File: config.mk
export PLATFORM = sky130hd
export DESIGN_NAME = page_walk_arbiter
export DESIGN_NICKNAME = d
export VERILOG_FILES = /design/src/rtl/page_walk_arbiter.sv
export SDC_FILE = /design/constraint.sdc
export NUM_CORES = 1
export LEC_CHECK = 0
export ABC_AREA = 1
export CORE_MARGIN = 2
export CORE_UTILIZATION = 31
export DETAILED_ROUTE_END_ITERATION = 7
export HOLD_SLACK_MARGIN = 0.1
export MAX_ROUTING_LAYER = met4
export PLACE_DENSITY = 0.8
export REMOVE_ABC_BUFFERS = 1
export SETUP_SLACK_MARGIN = 0.05
export SYNTH_ARGS = -nofsm -noshare
export SYNTH_HDL_FRONTEND = slang
export SYNTH_SLANG_ARGS = --single-unit
export TNS_END_PERCENT = 50
File: constraint.sdc
create_clock -name clk -period 2.05 [get_ports clk]
set_clock_uncertainty 0.15 [all_clocks]
set_input_delay 0.205 -clock clk [delete_from_list [all_inputs] [get_ports clk]]
set_output_delay 0.205 -clock clk [all_outputs]
set_load 0.01 [all_outputs]
File: src/rtl/page_walk_arbiter.sv
// page_walk_arbiter: shares one hardware page walker between fetch, load AGU
// and store AGU. Round-robin grant, latched request, walker handshake, tagged
// result broadcast.
//
// Ports:
//   clk          clock, rising edge
//   rst          asynchronous reset, active low
//   IN_rq        NUM_RQ packed PageWalkRq words, requester i at [i*59 +: 59]
//   OUT_walk     PageWalkRq presented to the walker
//   IN_walkReady walker accepts OUT_walk this cycle
//   IN_walkRes   walker result
//   OUT_pw       PageWalkRes broadcast to all requesters
//
// PageWalkRq (59 bits):
//   [58] valid  [57:36] rootPPN  [35:4] addr
//   [3] supervUserMemory  [2] makeExecReadable  [1:0] priv
// Walker result (25 bits):
//   [24] valid  [23:2] ppn  [1] pageFault  [0] isSuperPage
// PageWalkRes (26+RQ_ID_W bits), MSB first:
//   busy, rqID[RQ_ID_W-1:0], valid, ppn[21:0], pageFault, isSuperPage
module page_walk_arbiter #(
    parameter int NUM_RQ  = 3,
    parameter int RQ_ID_W = 2,
    localparam int RQ_W   = 59,
    localparam int RES_W  = 25,
    localparam int PW_W   = RQ_ID_W + 26
) (
    input  logic                     clk,
    input  logic                     rst,
    input  logic [NUM_RQ*RQ_W-1:0]   IN_rq,
    output logic [RQ_W-1:0]          OUT_walk,
    input  logic                     IN_walkReady,
    input  logic [RES_W-1:0]         IN_walkRes,
    output logic [PW_W-1:0]          OUT_pw
);

    typedef enum logic [1:0] {
        S_IDLE,
        S_REQ,
        S_WAIT
    } state_t;

    state_t               r_state, w_state_nxt;
    logic [RQ_ID_W-1:0]   r_rrPtr, w_rrPtr_nxt;
    logic [RQ_W-1:0]      r_walk, w_walk_nxt;
    logic                 r_busy, w_busy_nxt;
    logic [RQ_ID_W-1:0]   r_rqID, w_rqID_nxt;
    logic                 r_pwValid, w_pwValid_nxt;
    logic [21:0]          r_ppn, w_ppn_nxt;
    logic                 r_pf, w_pf_nxt;
    logic                 r_sp, w_sp_nxt;

    logic [RQ_W-1:0]      w_rq [NUM_RQ];
    logic [NUM_RQ-1:0]    w_rqv;
    logic                 w_found;
    logic [RQ_ID_W-1:0]   w_winner;
    logic [RQ_ID_W:0]     w_sum;

    logic                 w_res_v;
    logic [21:0]          w_res_ppn;
    logic                 w_res_pf;
    logic                 w_res_sp;

    assign w_res_v   = IN_walkRes[24];
    assign w_res_ppn = IN_walkRes[23:2];
    assign w_res_pf  = IN_walkRes[1];
    assign w_res_sp  = IN_walkRes[0];

    for (genvar g = 0; g < NUM_RQ; g++) begin : g_unpack
        assign w_rq[g]  = IN_rq[g*RQ_W +: RQ_W];
        assign w_rqv[g] = IN_rq[g*RQ_W + RQ_W - 1];
    end

    // First valid requester scanning upward from rrPtr, with wrap-around.
    always_comb begin
        w_found  = 1'b0;
        w_winner = '0;
        w_sum    = '0;
        for (int i = 0; i < NUM_RQ; i++) begin
            w_sum = {1'b0, r_rrPtr} + (RQ_ID_W+1)'(i);
            if (w_sum >= (RQ_ID_W+1)'(NUM_RQ))
                w_sum = w_sum - (RQ_ID_W+1)'(NUM_RQ);
            if (!w_found && w_rqv[w_sum[RQ_ID_W-1:0]]) begin
                w_found  = 1'b1;
                w_winner = w_sum[RQ_ID_W-1:0];
            end
        end
    end

    always_comb begin
        w_state_nxt   = r_state;
        w_rrPtr_nxt   = r_rrPtr;
        w_walk_nxt    = r_walk;
        w_busy_nxt    = r_busy;
        w_rqID_nxt    = r_rqID;
        w_pwValid_nxt = 1'b0;
        w_ppn_nxt     = r_ppn;
        w_pf_nxt      = r_pf;
        w_sp_nxt      = r_sp;
        unique case (r_state)
            S_IDLE: begin
                if (w_found) begin
                    w_walk_nxt  = w_rq[w_winner];
                    w_busy_nxt  = 1'b1;
                    w_rqID_nxt  = w_winner;
                    w_state_nxt = S_REQ;
                    if (w_winner == RQ_ID_W'(NUM_RQ - 1))
                        w_rrPtr_nxt = '0;
                    else
                        w_rrPtr_nxt = w_winner + 1'b1;
                end
            end
            S_REQ: begin
                // Requester inputs are not looked at: a flush cannot cancel.
                if (IN_walkReady) begin
                    w_walk_nxt[RQ_W-1] = 1'b0;
                    w_state_nxt        = S_WAIT;
                end
            end
            S_WAIT: begin
                if (w_res_v) begin
                    w_pwValid_nxt = 1'b1;
                    w_ppn_nxt     = w_res_ppn;
                    w_pf_nxt      = w_res_pf;
                    w_sp_nxt      = w_res_sp;
                    w_busy_nxt    = 1'b0;
                    w_state_nxt   = S_IDLE;
                end
            end
            default: w_state_nxt = S_IDLE;
        endcase
    end

    always_ff @(posedge clk or negedge rst) begin
        if (!rst) begin
            r_state   <= S_IDLE;
            r_rrPtr   <= '0;
            r_walk    <= '0;
            r_busy    <= 1'b0;
            r_rqID    <= '0;
            r_pwValid <= 1'b0;
            r_ppn     <= '0;
            r_pf      <= 1'b0;
            r_sp      <= 1'b0;
        end else begin
            r_state   <= w_state_nxt;
            r_rrPtr   <= w_rrPtr_nxt;
            r_walk    <= w_walk_nxt;
            r_busy    <= w_busy_nxt;
            r_rqID    <= w_rqID_nxt;
            r_pwValid <= w_pwValid_nxt;
            r_ppn     <= w_ppn_nxt;
            r_pf      <= w_pf_nxt;
            r_sp      <= w_sp_nxt;
        end
    end

    assign OUT_walk = r_walk;
    assign OUT_pw   = {r_busy, r_rqID, r_pwValid, r_ppn, r_pf, r_sp};

    // Protocol checks: stray results are dropped, stray readies ignored.
    always @(posedge clk) begin
        if (rst) begin
            assert (!(w_res_v && r_state != S_WAIT));
            assert (!(IN_walkReady && r_state != S_REQ));
        end
    end

endmodule

After elaboration in Yosys (flattened, before gate mapping)

Cells that the tools add are included.

Bits in registers: 91
Logic and storage cells: 73

Eq/ne operators: 6
Mux-type cells: 31
Bitwise logic cells: 1
Reductions and logical operators: 12
Magnitude comparators: 7
$add $sub $neg: 6

Operators by type and width:

| operator                                             | number |
|---|---|
| 2-to-1 mux 59 bit                                    | 3 |
| binary-select mux 59 bit (select 2 bit)              | 1 |
| 2-to-1 mux 2 bit                                     | 10 |
| 2-to-1 mux 1 bit                                     | 11 |
| < comparator 2 x 3 -> 1 bit (second input constant)  | 3 |
| AND reduction 3 bit                                  | 3 |
| binary-select mux 1 bit (select 2 bit)               | 3 |
| >= comparator 3 x 2 -> 1 bit (second input constant) | 2 |
| inequality test 2 bit (second input constant)        | 3 |
| one-hot mux 2 bit (3 select lines)                   | 1 |
| subtractor 2 bit (second input constant)             | 3 |
| == test 2 bit (second input constant)                | 2 |
| one-hot mux 1 bit (2 select lines)                   | 2 |
| AND reduction 2 bit                                  | 2 |
| nonzero test 2 bit                                   | 2 |
| adder 2 x 1 -> 3 bit (second input constant)         | 1 |
| adder 2 x 2 -> 3 bit (second input constant)         | 1 |
| >= comparator 3 bit (second input constant)          | 1 |
| NOT 2 -> 3 bit                                       | 1 |
| adder 2 x 1 -> 2 bit (second input constant)         | 1 |
| == test 2 x 1 -> 1 bit (second input constant)       | 1 |
| >= comparator 2 bit (second input constant)          | 1 |
| logical AND 1 bit                                    | 2 |
| zero test 1 bit                                      | 2 |
| zero test 2 bit                                      | 1 |

Logic depth before layout (Yosys ltp)

Depth after elaboration: 17
Depth in mapped cells: 15
Depth with buffers taken out: 13

Worst setup path before layout

OpenSTA, ideal clock, no wires.

Path kind: reg-to-reg
From: register r_rrPtr[0]
To: register r_walk[17], in the netlist OUT_walk[17]
Library setup time: 68 ps
Arrival time: 1881 ps
Period minus slack after synthesis: 2100 ps
Cell stages (with the launch flop): 13
Setup slack: -50 ps
Required time: 1832 ps
Path buffers: 2
Path through: dfrtp_1 inv_1 ha_1 inv_1 nand3_1 nand2_1 nand3b_1 nand2_1 buf_2 nor2_4 buf_2 nand3_1 nand3_1

Cells in the longest elaborated chain, start to end: 15
Elaborated cells between the ends (all ways): 32

Ends and longest elaborated chain:

| item                                                                          | RTL line | text |
|---|---|---|
| from (decl)                                                                   | 44       | `logic [RQ_ID_W-1:0] r_rrPtr, w_rrPtr_nxt;` |
| from (signal assigned)                                                        | 147      | `r_rrPtr <= w_rrPtr_nxt;` |
| parallel branches: the longest is 15 deep, another holds adder 2 x 1 -> 3 bit | n/a      |  |
| to (signal assigned)                                                          | 148      | `r_walk <= w_walk_nxt;` |
| to (decl)                                                                     | 45       | `logic [RQ_W-1:0] r_walk, w_walk_nxt;` |

Several ways; the timed one is not identified. The select of a mux whose other input is x is not followed.
A chain may end at the register's enable or synchronous reset.

Worst setup path after layout

From: register r_rrPtr[1]
To: register r_walk[54], in the netlist OUT_walk[54]

Same word-level chain as after synthesis.

==> flow_summary.json <==
{
  "outcome": "finished with violations",
  "violations": "negative setup slack",
  "p_comb_share_pct": 70.8,
  "antenna_left": 0,
  "gp_congestion": 0.8420,
  "grt_max_degree": 92,
  "grt_pass1_vias": 6103,
  "cp_max_fo": 9,
  "synthToLayoutAreaGrowth_pct": 83.58,
  "cts_buffers": 9,
  "slew_violations": 0,
  "route.detailed.drc": 0,
  "routed_wl_mm": 25.52,
  "clock_latency_ps": 340,
  "dieArea_mm2": 0.01896,
  "cp_data_arrival_time_ps": 2320,
  "place_hpwl_mm": 14.29,
  "stdcell_area_mm2": 0.01017,
  "worst_slew_pin_slew_ps": 517.2,
  "cts_tree": "built",
  "dp.cells": 1239,
  "crit_type": "flop to flop",
  "wl_per_cell_um": 19.69,
  "die_x_um": 137.7,
  "fmax_ghz": 0.4466,
  "gr-total-overflow": 0,
  "max_slew_margin_pct": 65.52,
  "vias": 6511,
  "vias_per_cell": 5.024,
  "synth_seq_cells": 91,
  "port_buffers": 291,
  "critPathLaunchType": "flop",
  "synth_warnings": 0,
  "grt_pass1_wl_mm": 31.77,
  "end_kind": "flop",
  "drive_above_1_share_pct": 13.08,
  "synth_top_area_cell": "dfrtp_1",
  "die_h_um": 137.7,
  "netlist_area_mm2": 0.005540,
  "synthTopCellsByArea": "dfrtp_1 (41%), nand2_1 (18%), nand3_1 (11%), nand3b_1 (8.1%), a21boi_0 (7.2%)",
  "layout.cells.non_filler": 1296,
  "layout_min_cycle_time_ps": 2239,
  "synth_seq_area_share_pct": 41.10,
  "finalHoldViolations": 0,
  "fin_setup_tns_ps": -9590,
  "antenna_found_initial": 1,
  "finalCritPeriodShare_pct": 109.2,
  "htree_levels": 3,
  "clkSinkCount": 91,
  "clockPowerShare_pct": 10.6,
  "synthCells": 755,
  "grtUsageTotal_pct": 22.71,
  "final_nets": 1274,
  "power.leakage_uw": 0.004608,
  "root_buffer": "clkbuf_16",
  "p_sw_share_pct": 43.18,
  "rsz0062_at_grt": "true",
  "setup-violations-final": 62,
  "drv_cap": 0,
  "total_power_uw": 17460,
  "drtPass1Iterations": 5,
  "rrSetupSlack_ps": -190,
  "synthDistinctLibCells": 26,
  "hp-class": "input port to flop",
  "drtIter0Drc": 405,
  "initial_core_util_pct": 31.92,
  "net-switching-power_uw": 7539,
  "core_area_mm2": 0.01736,
  "place_area_mm2": 0.008805,
  "p_int_uw": 9921,
  "io_pins": 292,
  "syn_area_per_cell_um2": 7.338,
  "layout_setup_ws_ps": -189.1,
  "cp.required_ps": 2130,
  "p_per_area_mw_per_mm2": 1717,
  "row_count": 48,
  "ir_worst_vdd_v": 0.0007794,
  "synth_top_area_share_pct": 41.10,
  "seqPwrFrac_pct": 18.6,
  "clkTransAtPathRegs_ps": 70,
  "fill_cells": 1511,
  "clockBufferDepth": 2
}
==> cells in the mapped netlist <==
| library cell | instances |
|---|---|
| nand2_1 | 272 |
| nand3_1 | 121 |
| dfrtp_1 | 91 |
| inv_1 | 68 |
| nand3b_1 | 60 |
| a21boi_0 | 53 |
| buf_2 | 25 |
| clkbuf_1 | 18 |
| buf_4 | 12 |
| nor2_1 | 7 |
| a21boi_1 | 5 |
| ha_1 | 4 |
| inv_2 | 4 |
| nand4_2 | 2 |
| o21ai_0 | 2 |
| a21oi_2 | 1 |
| a2bb2oi_2 | 1 |
| buf_1 | 1 |
| buf_6 | 1 |
| nand2_2 | 1 |
| nand4_1 | 1 |
| nor2_2 | 1 |
| nor2_4 | 1 |
| nor3_1 | 1 |
| o21ai_1 | 1 |
| o31ai_1 | 1 |
==> area by class of cell <==
| class | instances | area, µm² | area share, % |
|---|---|---|---|
| Multi-Input combinational cell | 535 | 2960 | 29.11 |
| Sequential cell | 91 | 2278 | 22.40 |
| Timing Repair Buffer | 356 | 4041 | 39.73 |
| Inverter | 72 | 277.8 | 2.731 |
| Clock buffer | 12 | 256.5 | 2.522 |
| Tap cell | 225 | 281.5 | 2.768 |
| Clock inverter | 4 | 72.57 | 0.7135 |
| Antenna cell | 1 | 2.502 | 0.02460 |
==> layer usage <==
| layer | part of all wire [%] | vias to the layer above | GRT usage [%] |
|---|---|---|---|
| met1 | 38 | 3003 | 26.48 |
| li1 | - | 3051 | - |
| met2 | 48 | 397 | 37.76 |
| met5 | 0 | - | - |
| met4 | 3.5 | 0 | 9.966 |
| met3 | 9.8 | 60 | 4.783 |
==> cell usage in the layout (no fill, tap or decap), types with 2 or more instances in the layout <==
master           Yosys  final
a21boi_0            53     50
a21boi_1             5      8
buf_12               0     15
buf_16               0      7
buf_4               12     13
buf_6                1     14
buf_8                0      2
bufinv_16            0      2
clkbuf_16            0     23
clkbuf_8             0      2
clkdlybuf4s50_1      0    290
dfrtp_1             91     90
ha_4                 0      2
inv_1               68     63
inv_2                4      7
nand2_1            272    252
nand2_2              1     15
nand2_4              0      4
nand2_8              0      2
nand3_1            121    105
nand3_2              0     16
nand3b_1            60     60
nand4_4              0      2
nor2_1               7      5
nor2_4               1      3
o21ai_1              1      2
==> critical path, cell delays in order (launching register included) <==
cell,delay (ps)
dfrtp_1,400
buf_6,130
ha_4,300
inv_2,60
a21oi_4,180
buf_6,140
nand4_4,130
nand2_8,220
clkbuf_16,190
nand2_1,70
nand3_2,80
nand3_2,80
==> power groups by stage <==
stage	registers [µW]	logic (µW)	clock network, µW
2_1_floorplan	3570	3810	0
3_3_place_gp	3210	8520	0
3_5_place_dp	3230	8730	0
4_1_cts	3240	10500	1900
5_1_grt	3330	13200	1970
6_report	3240	12400	1860
==> state kept, by name (all words and copies together) (netlist names) <==
register / flops
OUT_walk: 59
r_busy: 1
r_pf: 1
r_ppn: 22
r_pwValid: 1
r_rqID: 2
r_rrPtr: 2
r_sp: 1
r_state: 2
==> per-stage QoR <==
step	util [%]	hold slack (ps)	setup slack (ps)
after floorplan	-	-240.6	-1930
after global placement	50.73	146.7	-168.1
after detailed placement	50.73	148.9	-228.1
after CTS	55.18	239.3	-180.5
after global routing	58.60	261.4	-284.2
final	58.60	254.9	-189.1
==> logic make-up (layout without fill, tap and decap cells) <==
kind of cell,after synthesis,count (layout),share of synthesized area (%)
flops,91,91,41.10
buf+inv,129,444,10.25
fa+ha+maj,4,4,0.9034
compound gates,64,64,8.695
simple gates,467,467,39.05
other cells,0,1,0
==> worst paths after layout <==
path | to | startpoint | depth (start not counted)
max | OUT_walk[54] | r_rrPtr[1] | 11
min | r_ppn[15] | IN_walkRes[17] | 3
max reg2reg | OUT_walk[54] | r_rrPtr[1] | 11
min reg2reg | r_ppn[1] | r_ppn[1] | 2
max in group asynchronous | OUT_walk[49] | rst | 3
min in group asynchronous | OUT_walk[23] | rst | 3
==> repair_timing <==
item	CTS	global route
pin swaps	9	19
gates cloned	6	20
hold endpoints to repair	91	0
resized for setup	40	53
hold buffers	1	0
endpoints found under the setup margin	65	65
setup buffers	12	2
(Power assumes the default switching activity.)
